$ cat config.mk
export PLATFORM = sky130hd
export DESIGN_NAME = aclk_time_entry
export DESIGN_NICKNAME = d
export VERILOG_FILES = /design/src/rtl/aclk_time_entry.sv
export SDC_FILE = /design/constraint.sdc
export NUM_CORES = 1
export LEC_CHECK = 0
export CORE_ASPECT_RATIO = 1.25
export CORE_MARGIN = 1.5
export CORE_UTILIZATION = 60
export CTS_CLUSTER_DIAMETER = 200
export DETAILED_ROUTE_END_ITERATION = 8
export GPL_TIMING_DRIVEN = 0
export PLACE_DENSITY = 0.84
export RECOVER_POWER = 50
export SLEW_MARGIN = 20
export SYNTH_ARGS = -nofsm -noshare
export SYNTH_HDL_FRONTEND = slang
export SYNTH_SLANG_ARGS = --single-unit
$ cat constraint.sdc
create_clock -name clk -period 5.6 [get_ports clk]
set_input_delay 0.84 -clock clk [delete_from_list [all_inputs] [get_ports clk]]
set_output_delay 0.84 -clock clk [all_outputs]
set_load 0.05 [all_outputs]
$ cat src/rtl/aclk_time_entry.sv
// aclk_time_entry: keypad time/alarm entry sequencer for the alarm clock.
// Collects four BCD digits (HH:MM), validates each one and loads it on commit.
// Ports:
//   clk, reset (async, active-low)
//   start, mode       - begin an entry; mode 0 = time, 1 = alarm
//   key_valid, key_digit - keypad strobe and BCD digit
//   commit, cancel    - load or abandon the staged entry
//   H_in1..M_in0      - committed digits (hold between loads)
//   LD_time, LD_alarm - one-cycle load strobes
//   busy, digit_idx, key_err - status
module aclk_time_entry #(
  parameter int TIMEOUT_CYCLES = 1000
) (
  input  logic       clk,
  input  logic       reset,
  input  logic       start,
  input  logic       mode,
  input  logic       key_valid,
  input  logic [3:0] key_digit,
  input  logic       commit,
  input  logic       cancel,
  output logic [1:0] H_in1,
  output logic [3:0] H_in0,
  output logic [3:0] M_in1,
  output logic [3:0] M_in0,
  output logic       LD_time,
  output logic       LD_alarm,
  output logic       busy,
  output logic [1:0] digit_idx,
  output logic       key_err
);

  typedef enum logic [1:0] {
    IDLE  = 2'd0,
    ENTRY = 2'd1,
    READY = 2'd2,
    LOAD  = 2'd3
  } state_t;

  localparam logic [15:0] TMAX = 16'(TIMEOUT_CYCLES - 1);

  state_t           state_q, state_d;
  logic             mode_q, mode_d;
  logic [1:0]       idx_q, idx_d;
  logic [3:0][3:0]  stg_q, stg_d;
  logic [15:0]      cnt_q, cnt_d;
  logic             err_q, err_d;
  logic [1:0]       h1_q, h1_d;
  logic [3:0]       h0_q, h0_d;
  logic [3:0]       m1_q, m1_d;
  logic [3:0]       m0_q, m0_d;

  logic             acc;
  logic             tmo;

  // Digit acceptance for the current position; H0 is limited to 0..3
  // once the staged hour tens digit is 2 (hours 20..23).
  always_comb begin
    acc = 1'b0;
    unique case (idx_q)
      2'd0: acc = (key_digit <= 4'd2);
      2'd1: acc = (stg_q[0] == 4'd2) ? (key_digit <= 4'd3)
                                     : (key_digit <= 4'd9);
      2'd2: acc = (key_digit <= 4'd5);
      2'd3: acc = (key_digit <= 4'd9);
      default: acc = 1'b0;
    endcase
  end

  // Counter value TMAX marks the TIMEOUT_CYCLES-th quiet cycle.
  assign tmo = (cnt_q == TMAX);

  always_comb begin
    state_d = state_q;
    mode_d  = mode_q;
    idx_d   = idx_q;
    stg_d   = stg_q;
    cnt_d   = cnt_q;
    err_d   = 1'b0;
    h1_d    = h1_q;
    h0_d    = h0_q;
    m1_d    = m1_q;
    m0_d    = m0_q;
    unique case (state_q)
      IDLE: begin
        if (start) begin
          state_d = ENTRY;
          mode_d  = mode;
          idx_d   = 2'd0;
          stg_d   = '0;
          cnt_d   = '0;
        end
      end
      ENTRY: begin
        if (cancel) begin
          state_d = IDLE;
          cnt_d   = '0;
        end else if (tmo) begin
          state_d = IDLE;
          cnt_d   = '0;
          err_d   = 1'b1;
        end else if (key_valid) begin
          cnt_d = '0;
          if (acc) begin
            stg_d[idx_q] = key_digit;
            idx_d        = idx_q + 2'd1;
            if (idx_q == 2'd3) state_d = READY;
          end else begin
            err_d = 1'b1;
          end
        end else begin
          cnt_d = cnt_q + 16'd1;
        end
      end
      READY: begin
        if (cancel) begin
          state_d = IDLE;
          cnt_d   = '0;
        end else if (tmo) begin
          state_d = IDLE;
          cnt_d   = '0;
          err_d   = 1'b1;
        end else if (commit) begin
          state_d = LOAD;
          cnt_d   = '0;
          h1_d    = stg_q[0][1:0];
          h0_d    = stg_q[1];
          m1_d    = stg_q[2];
          m0_d    = stg_q[3];
        end else if (key_valid) begin
          cnt_d = '0;
        end else begin
          cnt_d = cnt_q + 16'd1;
        end
      end
      LOAD: begin
        state_d = IDLE;
      end
      default: state_d = IDLE;
    endcase
  end

  always_ff @(posedge clk or negedge reset) begin
    if (!reset) begin
      state_q <= IDLE;
      mode_q  <= 1'b0;
      idx_q   <= 2'd0;
      stg_q   <= '0;
      cnt_q   <= '0;
      err_q   <= 1'b0;
      h1_q    <= 2'd0;
      h0_q    <= 4'd0;
      m1_q    <= 4'd0;
      m0_q    <= 4'd0;
    end else begin
      state_q <= state_d;
      mode_q  <= mode_d;
      idx_q   <= idx_d;
      stg_q   <= stg_d;
      cnt_q   <= cnt_d;
      err_q   <= err_d;
      h1_q    <= h1_d;
      h0_q    <= h0_d;
      m1_q    <= m1_d;
      m0_q    <= m0_d;
    end
  end

  assign H_in1     = h1_q;
  assign H_in0     = h0_q;
  assign M_in1     = m1_q;
  assign M_in0     = m0_q;
  assign LD_time   = (state_q == LOAD) && !mode_q;
  assign LD_alarm  = (state_q == LOAD) &&  mode_q;
  assign busy      = (state_q != IDLE);
  assign digit_idx = (state_q == ENTRY) ? idx_q : 2'd0;
  assign key_err   = err_q;

endmodule

; After elaboration in Yosys (flattened, before gate mapping)
; Index checks and enable logic that the tools add are counted.
; Widths: inputs -> output; s select.
[op_classes]
add_sub_neg = 2
multipliers = 0
div_mod_pow = 0
order_cmp = 6
eq_ne = 17
shifts = 0
n_mux = 42
bitwise_logic = 2
reduce_logical = 14
[ops]
columns = cell, n
row1 = $mux 16, 11
row2 = $pmux 16 s3, 1
row3 = $pmux 16 s2, 1
row4 = $mux 2, 15
row5 = $add 16x1->16 const B, 1
row6 = $bwmux 16, 1
row7 = $eq 16x10->1 const B, 1
row8 = $ne 4x4->1 const B, 4
row9 = $ne 2x2->1 const B, 5
row10 = $demux 4 s2, 1
row11 = $eq 2x2->1 const B, 4
row12 = $le 4x2->1 const B, 2
row13 = $pmux 2 s4, 1
row14 = $mux 1, 7
row15 = $reduce_and 6->1, 1
row16 = $reduce_and 5->1, 1
row17 = $eq 2x1->1 const B, 2
row18 = $eq 4x2->1 const B, 1
row19 = $le 4x3->1 const B, 1
row20 = $le 4x4->1 const B, 1
row21 = $logic_not 2->1, 2
row22 = $mux 4, 1
row23 = $pmux 1 s4, 1
row24 = $pmux 2 s2, 1
row25 = 11 further kinds, 16
[totals]
regBits = 52
latch_bits = 0
mem_bits_rw = 0
mem_bits_ro = 0
word_cells = 96
mem_count = 0

; Longest topological paths before layout
; Gate-level depths: netlist of the first run.
[logic_depth]
depth_word = 10
mapped_depth = 10
ltp_nobuf = 8

; Worst setup path after synthesis of the first run
; Ideal clock, no wire load.
[synth_path]
path_kind = register to output
startpoint = register state_q[1]
endpoint = output digit_idx[0]
t_arrival_ps = 1567
required_time_ps = 4760
slack_ps = 3193
stages_incl_launch_ff = 6
n_path_buf = 1
cell_sequence = dfrtp_1 -> inv_1 -> ha_1 -> inv_1 -> clkbuf_1 -> nor2_1
[synth_between]
elab_chain_len = 2
[synth_lines]
columns = element, line_no
row1 = from (decl), 42  ; state_t state_q, state_d;
row2 = from (signal assigned), 156  ; state_q <= state_d;
row3 = $eq 2x1->1, 176  ; assign digit_idx = (state_q == ENTRY) ? idx_q : 2'd0;
row4 = $mux 2, 176
row5 = to (decl), 29  ; output logic [1:0] digit_idx,
; No other way between the ends.

; Worst setup path after layout of the first run
; Same ends and word-level chain as after synthesis.

==> results.md, run 1 <==
- Status: complete, but fails checks
- Failing checks: capacitance limit, slew limit
- Synth top area share: 0.443
- CP Cell Sequence: inv_1 > ha_1 > inv_1 > clkbuf_1 > nor2_1 > clkdlybuf4s50_1
- Hold-fix buffers at CTS: 0
- GRT overflow: 0
- Iter 0 DRT Violations: 167
- Worst Hold Class: register to register
- Proportion of layout cells with a drive suffix above 1: 0.0767
- H-tree levels: 2
- Clock-pin transition on the worst setup and hold timing paths: ~0.10 ns
- Fin crit share: 0.562
- Number of diodes: 0
- Number of synthesized register bits: 52
- Worst-Margin Slew: 2.72 ns
- Minimum clock period: 3.15 ns
- CTS Buf Count: 5
- Setup TNS: 0 ns
- Crit path DAT: 2.31 ns
- Ranking of synthesized cells by area: dfrtp_1, mux2_4, ha_1
- Worst setup margin: ~2.5 ns
- Lkg Pwr: 1.55 nW
- Final Hold Viols: 0
- Biggest area consumer among synthesized cells: dfrtp_1
- Switching Fraction: 0.413
- Fillers: approximately 360
- CTS root buf: clkbuf_8
- Cell with the largest stage delay on the worst path: clkdlybuf4s50_1
- Internal power: 0.815 mW
- Global-route wire length before repair: about 11000 um
- Core area: around 4700 um^2
- Vias/cell: between 5 and 6
- Psw: 0.575 mW
- Async S/R FF share, synth: 1.00
- Mapped Cells: approximately 300
- Startpoint types: register
- Req. time, crit path: 4.76 ns
- GRT Util Overall: 0.261
- Max_cap viols: 1
- Most frequent CP cell: inv_1
- Vias in the first global route: ~2400
- Maximum clock path buffer count: 2
- Initial antenna violation count: 0
- Comb power frac: 0.437
- Number of buffers added for setup after CTS: 0
- Final Non-Filler Cells: roughly 400
- Slew HR: -0.815
- Max-slew violations: between 50 and 60
- Mapped Area: 2940 um^2
- Clock skew: 0.00882 ns
- Horiz. Die Dim: 65.6 um
- I/O pins: 31
- Max Freq: 0.318 GHz
- PwrDens: 409 nW/um^2
- Vias: around 2400
- Area grow syn2layout: 15.6%
- CP max FO: 10
- CTS resizes: 0
- Yosys warning count: 0
- Worst-skew pair later-pin latency: 0.31 ns
- Die height: 81.2 um
- Starting Density: 0.621
- Inst Count DP: 391
- Post-Syn Area per Cell: 9.76 um^2
- Clock Power Share: 0.197
- Clock Sinks: 52
- Antenna Nets Post-Route: 0
- Netlist cell types: 54
- Worst slack, placed: 2.45 ns
- Largest net degree at the start of global routing: between 50 and 60
- Drt total wl: 6250 um
- Count leader, synth: dfrtp_1
- RSZ-0062 raised after global routing: false
- Worst ir drop on vdd: 0.000303 V
- Fin nets: 358
- Primary FF master, synth: dfrtp_1
- Seq pwr share: 0.366
- Max incr delay on CP: 0.82 ns
- Tot Pwr: 1.39 mW
- IO buf count: 30
- Setup violators final: 0
- Crit Path Category: register to output port
- DIE AREA: 5330 um^2
- Routed len/inst: 15.7 um
- Commonest cells post-synth: dfrtp_1, nand2_1, nor2_1, nand3_1, o31ai_1
- Cell Rows: 28
- Seq/Total Area, Yosys: 0.443
- DRT Pass-1 Iters: 5
- Number of synthesized flops with an enable pin: 0
- CTS tree: built
- GPL Wtd Cong: 0.892
- Post-DP HPWL: 4420 um
- Mapped Nets: approximately 320
- DRC Markers: 0
- Worst setup EP type: output port
==> worst paths after layout <==
kind	from	to	slack, ns	depth (start not counted)
min in group asynchronous	reset	H_in0[3]	1.38	1
worst max register to register	cnt_q[12]	H_in1[0]	2.63	8
worst min register to register	M_in1[2]	M_in1[2]	0.50	1
worst max-delay path	state_q[1]	digit_idx[0]	2.45	6
worst min-delay path	M_in1[2]	M_in1[2]	0.50	1
max in group asynchronous	reset	idx_q[1]	2.68	1
==> worst max-delay path: cells and delay by family (launching register included) <==
kind	cells	cell delay, ns
DFF	1	0.42
adders and majority gates	1	0.16
and+or+nand+nor	1	0.21
buffers and inverters	4	1.21
==> sequential cells by signal (all words and copies together), names as in the netlist <==
register,flops
mode_q,1
M_in0,4
state_q,2
M_in1,4
stg_q,16
H_in1,2
key_err,1
idx_q,2
H_in0,4
cnt_q,16
==> cell type report <==
class                   instances  area [um^2]  share of cell area
plain buffers                  16         73.8              0.0217
clock buffers                   6         82.6              0.0243
clock inverters                 2         38.8              0.0114
inverters                       9         33.8             0.00995
multi-input cells             224         1500               0.440
flip-flops and latches         52         1300               0.383
well taps                      60         75.1              0.0221
repair buffers                 30          294              0.0866
==> kinds of logic (layout without fill, tap and decap cells) <==
group | count (synthesis) | count (layout) | synth area share
buffers and inverters | 25 | 63 | 0.0418
DFF | 52 | 52 | 0.443
AOI/OAI and AO/OA | 68 | 68 | 0.163
adders and majority gates | 9 | 9 | 0.0383
xor gates and xnor gates | 7 | 7 | 0.0209
and+or+nand+nor | 125 | 125 | 0.223
muxes | 15 | 15 | 0.0703
==> power groups by stage <==
stage	Combinational, mW	Sequential [mW]	Clock [mW]
2_1_floorplan	0.416	0.532	0
3_3_place_gp	0.591	0.510	0
3_5_place_dp	0.601	0.517	0
4_1_cts	0.607	0.509	0.280
5_1_grt	0.674	0.520	0.289
6_report	0.607	0.509	0.274
==> per-layer routing <==
metal | track usage | routed length, um | vias to the layer above
li1 | - | - | 1159
met1 | 0.317 | 2660 | 1155
met2 | 0.457 | 3220 | 58
met3 | 0.0374 | 248 | 10
met4 | 0.119 | 121 | 0
met5 | 0 | 0 | -
==> stage by stage <==
| stage | instance area [um^2] | util | hold WS, ns |
|---|---|---|---|
| 2_1_floorplan | 2940 | - | 0.460 |
| 3_3_place_gp | 3310 | 0.700 | 0.472 |
| 3_5_place_dp | 3310 | 0.700 | 0.479 |
| 4_1_cts | 3430 | 0.725 | 0.503 |
| 5_1_grt | 3390 | 0.718 | 0.519 |
| 6_report | 3390 | 0.718 | 0.495 |
==> layout by cell type (no fill, tap or decap), types with 3 or more instances in the layout <==
master | netlist | layout
mux2_1 | 4 | 4
xor2_1 | 4 | 4
mux2_4 | 10 | 10
nor3_1 | 9 | 9
nand2_1 | 28 | 28
inv_1 | 9 | 9
nand4_1 | 4 | 4
nor2b_1 | 5 | 5
a21o_1 | 12 | 12
clkbuf_1 | 10 | 13
nor2_1 | 26 | 26
nand3_1 | 17 | 17
ha_1 | 9 | 9
clkbuf_8 | 0 | 6
o21ai_0 | 11 | 12
nand2b_1 | 7 | 7
o31ai_1 | 13 | 13
clkdlybuf4s50_1 | 0 | 28
a31oi_1 | 5 | 5
dfrtp_1 | 52 | 52
a211o_1 | 6 | 6
and3_1 | 6 | 6
o22ai_1 | 3 | 3
xnor2_1 | 3 | 3
and2_1 | 4 | 4
nor4_1 | 3 | 4
Note: power is estimated with default switching activity, not from simulation.
==> run 2, diff against run 1 <==
--- a/config.mk
+++ b/config.mk
@@ -7,11 +7,11 @@
 export LEC_CHECK = 0
 export CORE_ASPECT_RATIO = 1.25
 export CORE_MARGIN = 1.5
-export CORE_UTILIZATION = 60
+export CORE_UTILIZATION = 51
 export CTS_CLUSTER_DIAMETER = 200
 export DETAILED_ROUTE_END_ITERATION = 8
 export GPL_TIMING_DRIVEN = 0
-export PLACE_DENSITY = 0.84
+export PLACE_DENSITY = 0.76
 export RECOVER_POWER = 50
 export SLEW_MARGIN = 20
 export SYNTH_ARGS = -nofsm -noshare
==> constraint.sdc (replaced) <==
create_clock -name clk -period 2.6 [get_ports clk]
set_input_delay 0.39 -clock clk [delete_from_list [all_inputs] [get_ports clk]]
set_output_delay 0.39 -clock clk [all_outputs]
set_load 0.05 [all_outputs]
==> run 2 against run 1 <==
  * The flow now finishes without violations
  * Clock skew is 0.0024 ns lower
  * Sequential cell count is the same
  * Via count decreased by 1.0%
  * Largest power group unchanged
  * Largest cell class unchanged
  * Critical endpoint unchanged
  * Count of clock-buffer cells in the layout is 1 higher
  * Register-to-register slack worse by 2.5 ns
  * Clock power rose by 73%
  * Total power increased by 110%
  * Sequential share of layout area is 0.18 points lower
  * Non-clock buffer count unchanged
  * Routed wire length is 3.5% lower
==> results.md, run 2 (synthesis gave the netlist of run 1 again) <==
- Multi-input logic area: 1520 um^2
- Fin nets: around 360
- Die height: 87.8 um
- Slew HR: 0.156
- Reg area: about 1300 um^2
- Largest net degree at the start of global routing: 53
- Max_cap viols: 0
- Commonest non-fill, non-tap cells in the layout: dfrtp_1, nand2_1, nor2_1, clkdlybuf4s50_1, nand3_1
- Crit path DAT: 2.06 ns
- Routed len/inst: ~15 um
- Worst Hold Class: input port to async pin
- Worst-skew pair later-pin latency: roughly 0.3 ns
- Setup violators final: 0
- Tot Pwr: 2.85 mW
- Commonest non-fill, non-tap cell in the layout: dfrtp_1
- GPL Wtd Cong: 0.864
- DIE AREA: just over 6000 um^2
- Worst setup margin: approximately 0.15 ns
- Number of diodes: 0
- CTS root buf: clkbuf_8
- Hold WS: 0.344 ns
- R2R depth: 9
- Antenna Nets Post-Route: 0
- Clock skew: 0.00647 ns
- Inst Count DP: 395
- Worst setup EP type: output port
- Clock-pin transition on the worst setup and hold timing paths: 0.09 ns
- Starting Density: 0.536
- Biggest regs: cnt_q x16, stg_q x16
- Iter 0 DRT Violations: 133
- CP max FO: 10
- Vias in the first global route: 2329
- GRT overflow: 0
- Worst ir drop on vdd: between 0.0005 and 0.0006 V
- RSZ-0062 raised after global routing: false
- I/O pins: 31
- DRC Markers: 0
- Post-DP HPWL: 4340 um
- Hold-fix buffers at CTS: 0
- Initial antenna violation count: 0
- R2r startpoint: cnt_q[12]
- H-tree levels: 2
- Horiz. Die Dim: ~70 um
- Drt total wl: roughly 6000 um
- Fillers: 480
- Lkg Pwr: 1.59 nW
- Fin util: 0.622
- Maximum clock path buffer count: 2
- Final Hold Viols: 0
- Max Freq: around 0.41 GHz
- Status: complete, no violations
- Req. time, crit path: 2.21 ns
- Minimum clock period: 2.45 ns
- Worst-Margin Slew: approximately 1.3 ns
- Proportion of layout cells with a drive suffix above 1: 0.0944
- Number of buffers added for setup after CTS: 0
- Final Non-Filler Cells: between 400 and 500
- Vias: roughly 2400
- Crit Path Category: register to output port
- R2R Setup Slk: roughly 0.15 ns
- GRT Util Overall: 0.210
- CTS tree: built
- Cell Rows: 30
- DRT Pass-1 Iters: 4
- PwrDens: 835 nW/um^2
- Global-route wire length before repair: 10500 um
- R2r endpoint: stg_q[14]
- IO buf count: 30
- Vias/cell: 5.85
- Clock Sinks: 52
- Core area: 5480 um^2
- Worst slack, placed: -0.115 ns
- Fin crit share: 0.942
- CTS Buf Count: 5
- Max-slew violations: 0
- Startpoint types: register
- Area grow syn2layout: 16.1%
==> run 2: changes by cell type in the layout (fill, tap and decap cells not counted), moves of 2 or more <==
cell,before,now
clkdlybuf4s50_1,28,18
dlygate4sd3_1,1,8
clkbuf_1,13,9
dlygate4sd2_1,0,3
buf_6,1,3
==> run 2: worst max-delay path, stage by stage (launching register included) <==
cell	delay, ns
dfrtp_1	0.42
inv_1	0.11
ha_1	0.16
inv_1	0.07
clkbuf_1	0.24
nor2_1	0.21
dlygate4sd2_1	0.56
==> run 2: cell type report <==
type / instances / share of cell area
clock buffer: 7 / 0.0253
inverter: 9 / 0.00990
tap: 64 / 0.0235
clock inverter: 1 / 0.00220
sequential: 52 / 0.382
multi-input combinational: 224 / 0.446
buffer: 16 / 0.0264
timing repair buffer: 30 / 0.0855
==> run 2: worst max-delay path by stage <==
stage                     slack (ns)            to       start
final                           0.15  digit_idx[0]  state_q[1]
after floorplan                 0.41      H_in0[3]   cnt_q[12]
after global placement         -0.41      cnt_q[8]       reset
after CTS                       0.04      cnt_q[8]  state_q[0]
after global routing           0.002      cnt_q[6]  state_q[0]
after detailed placement       -0.11      cnt_q[8]   key_valid
==> run 2: timing repair <==
| action | 4_1_cts | 5_1_grt |
|---|---|---|
| endpoints found under the hold margin | 0 | 0 |
| resized for setup | 3 | 6 |
| endpoints found under the setup margin | 3 | 7 |
==> run 2: power by group <==
part,internal (mW),total (mW),switching (mW)
Clock,0.217,0.475,0.258
Sequential,0.968,1.09,0.121
Combinational,0.454,1.29,0.832
==> run 2: layer usage <==
metal | global-route usage | part of all wire
met5 | 0 | 0
met4 | 0.0858 | 0.017
met3 | 0.0265 | 0.033
met2 | 0.370 | 0.49
met1 | 0.262 | 0.46
==> run 2: per-stage QoR <==
stage,setup TNS [ns],cell area (um^2)
2_1_floorplan,0,2940
3_3_place_gp,-21.52,3320
3_5_place_dp,-0.301,3310
4_1_cts,0,3400
5_1_grt,0,3410
6_report,0,3410
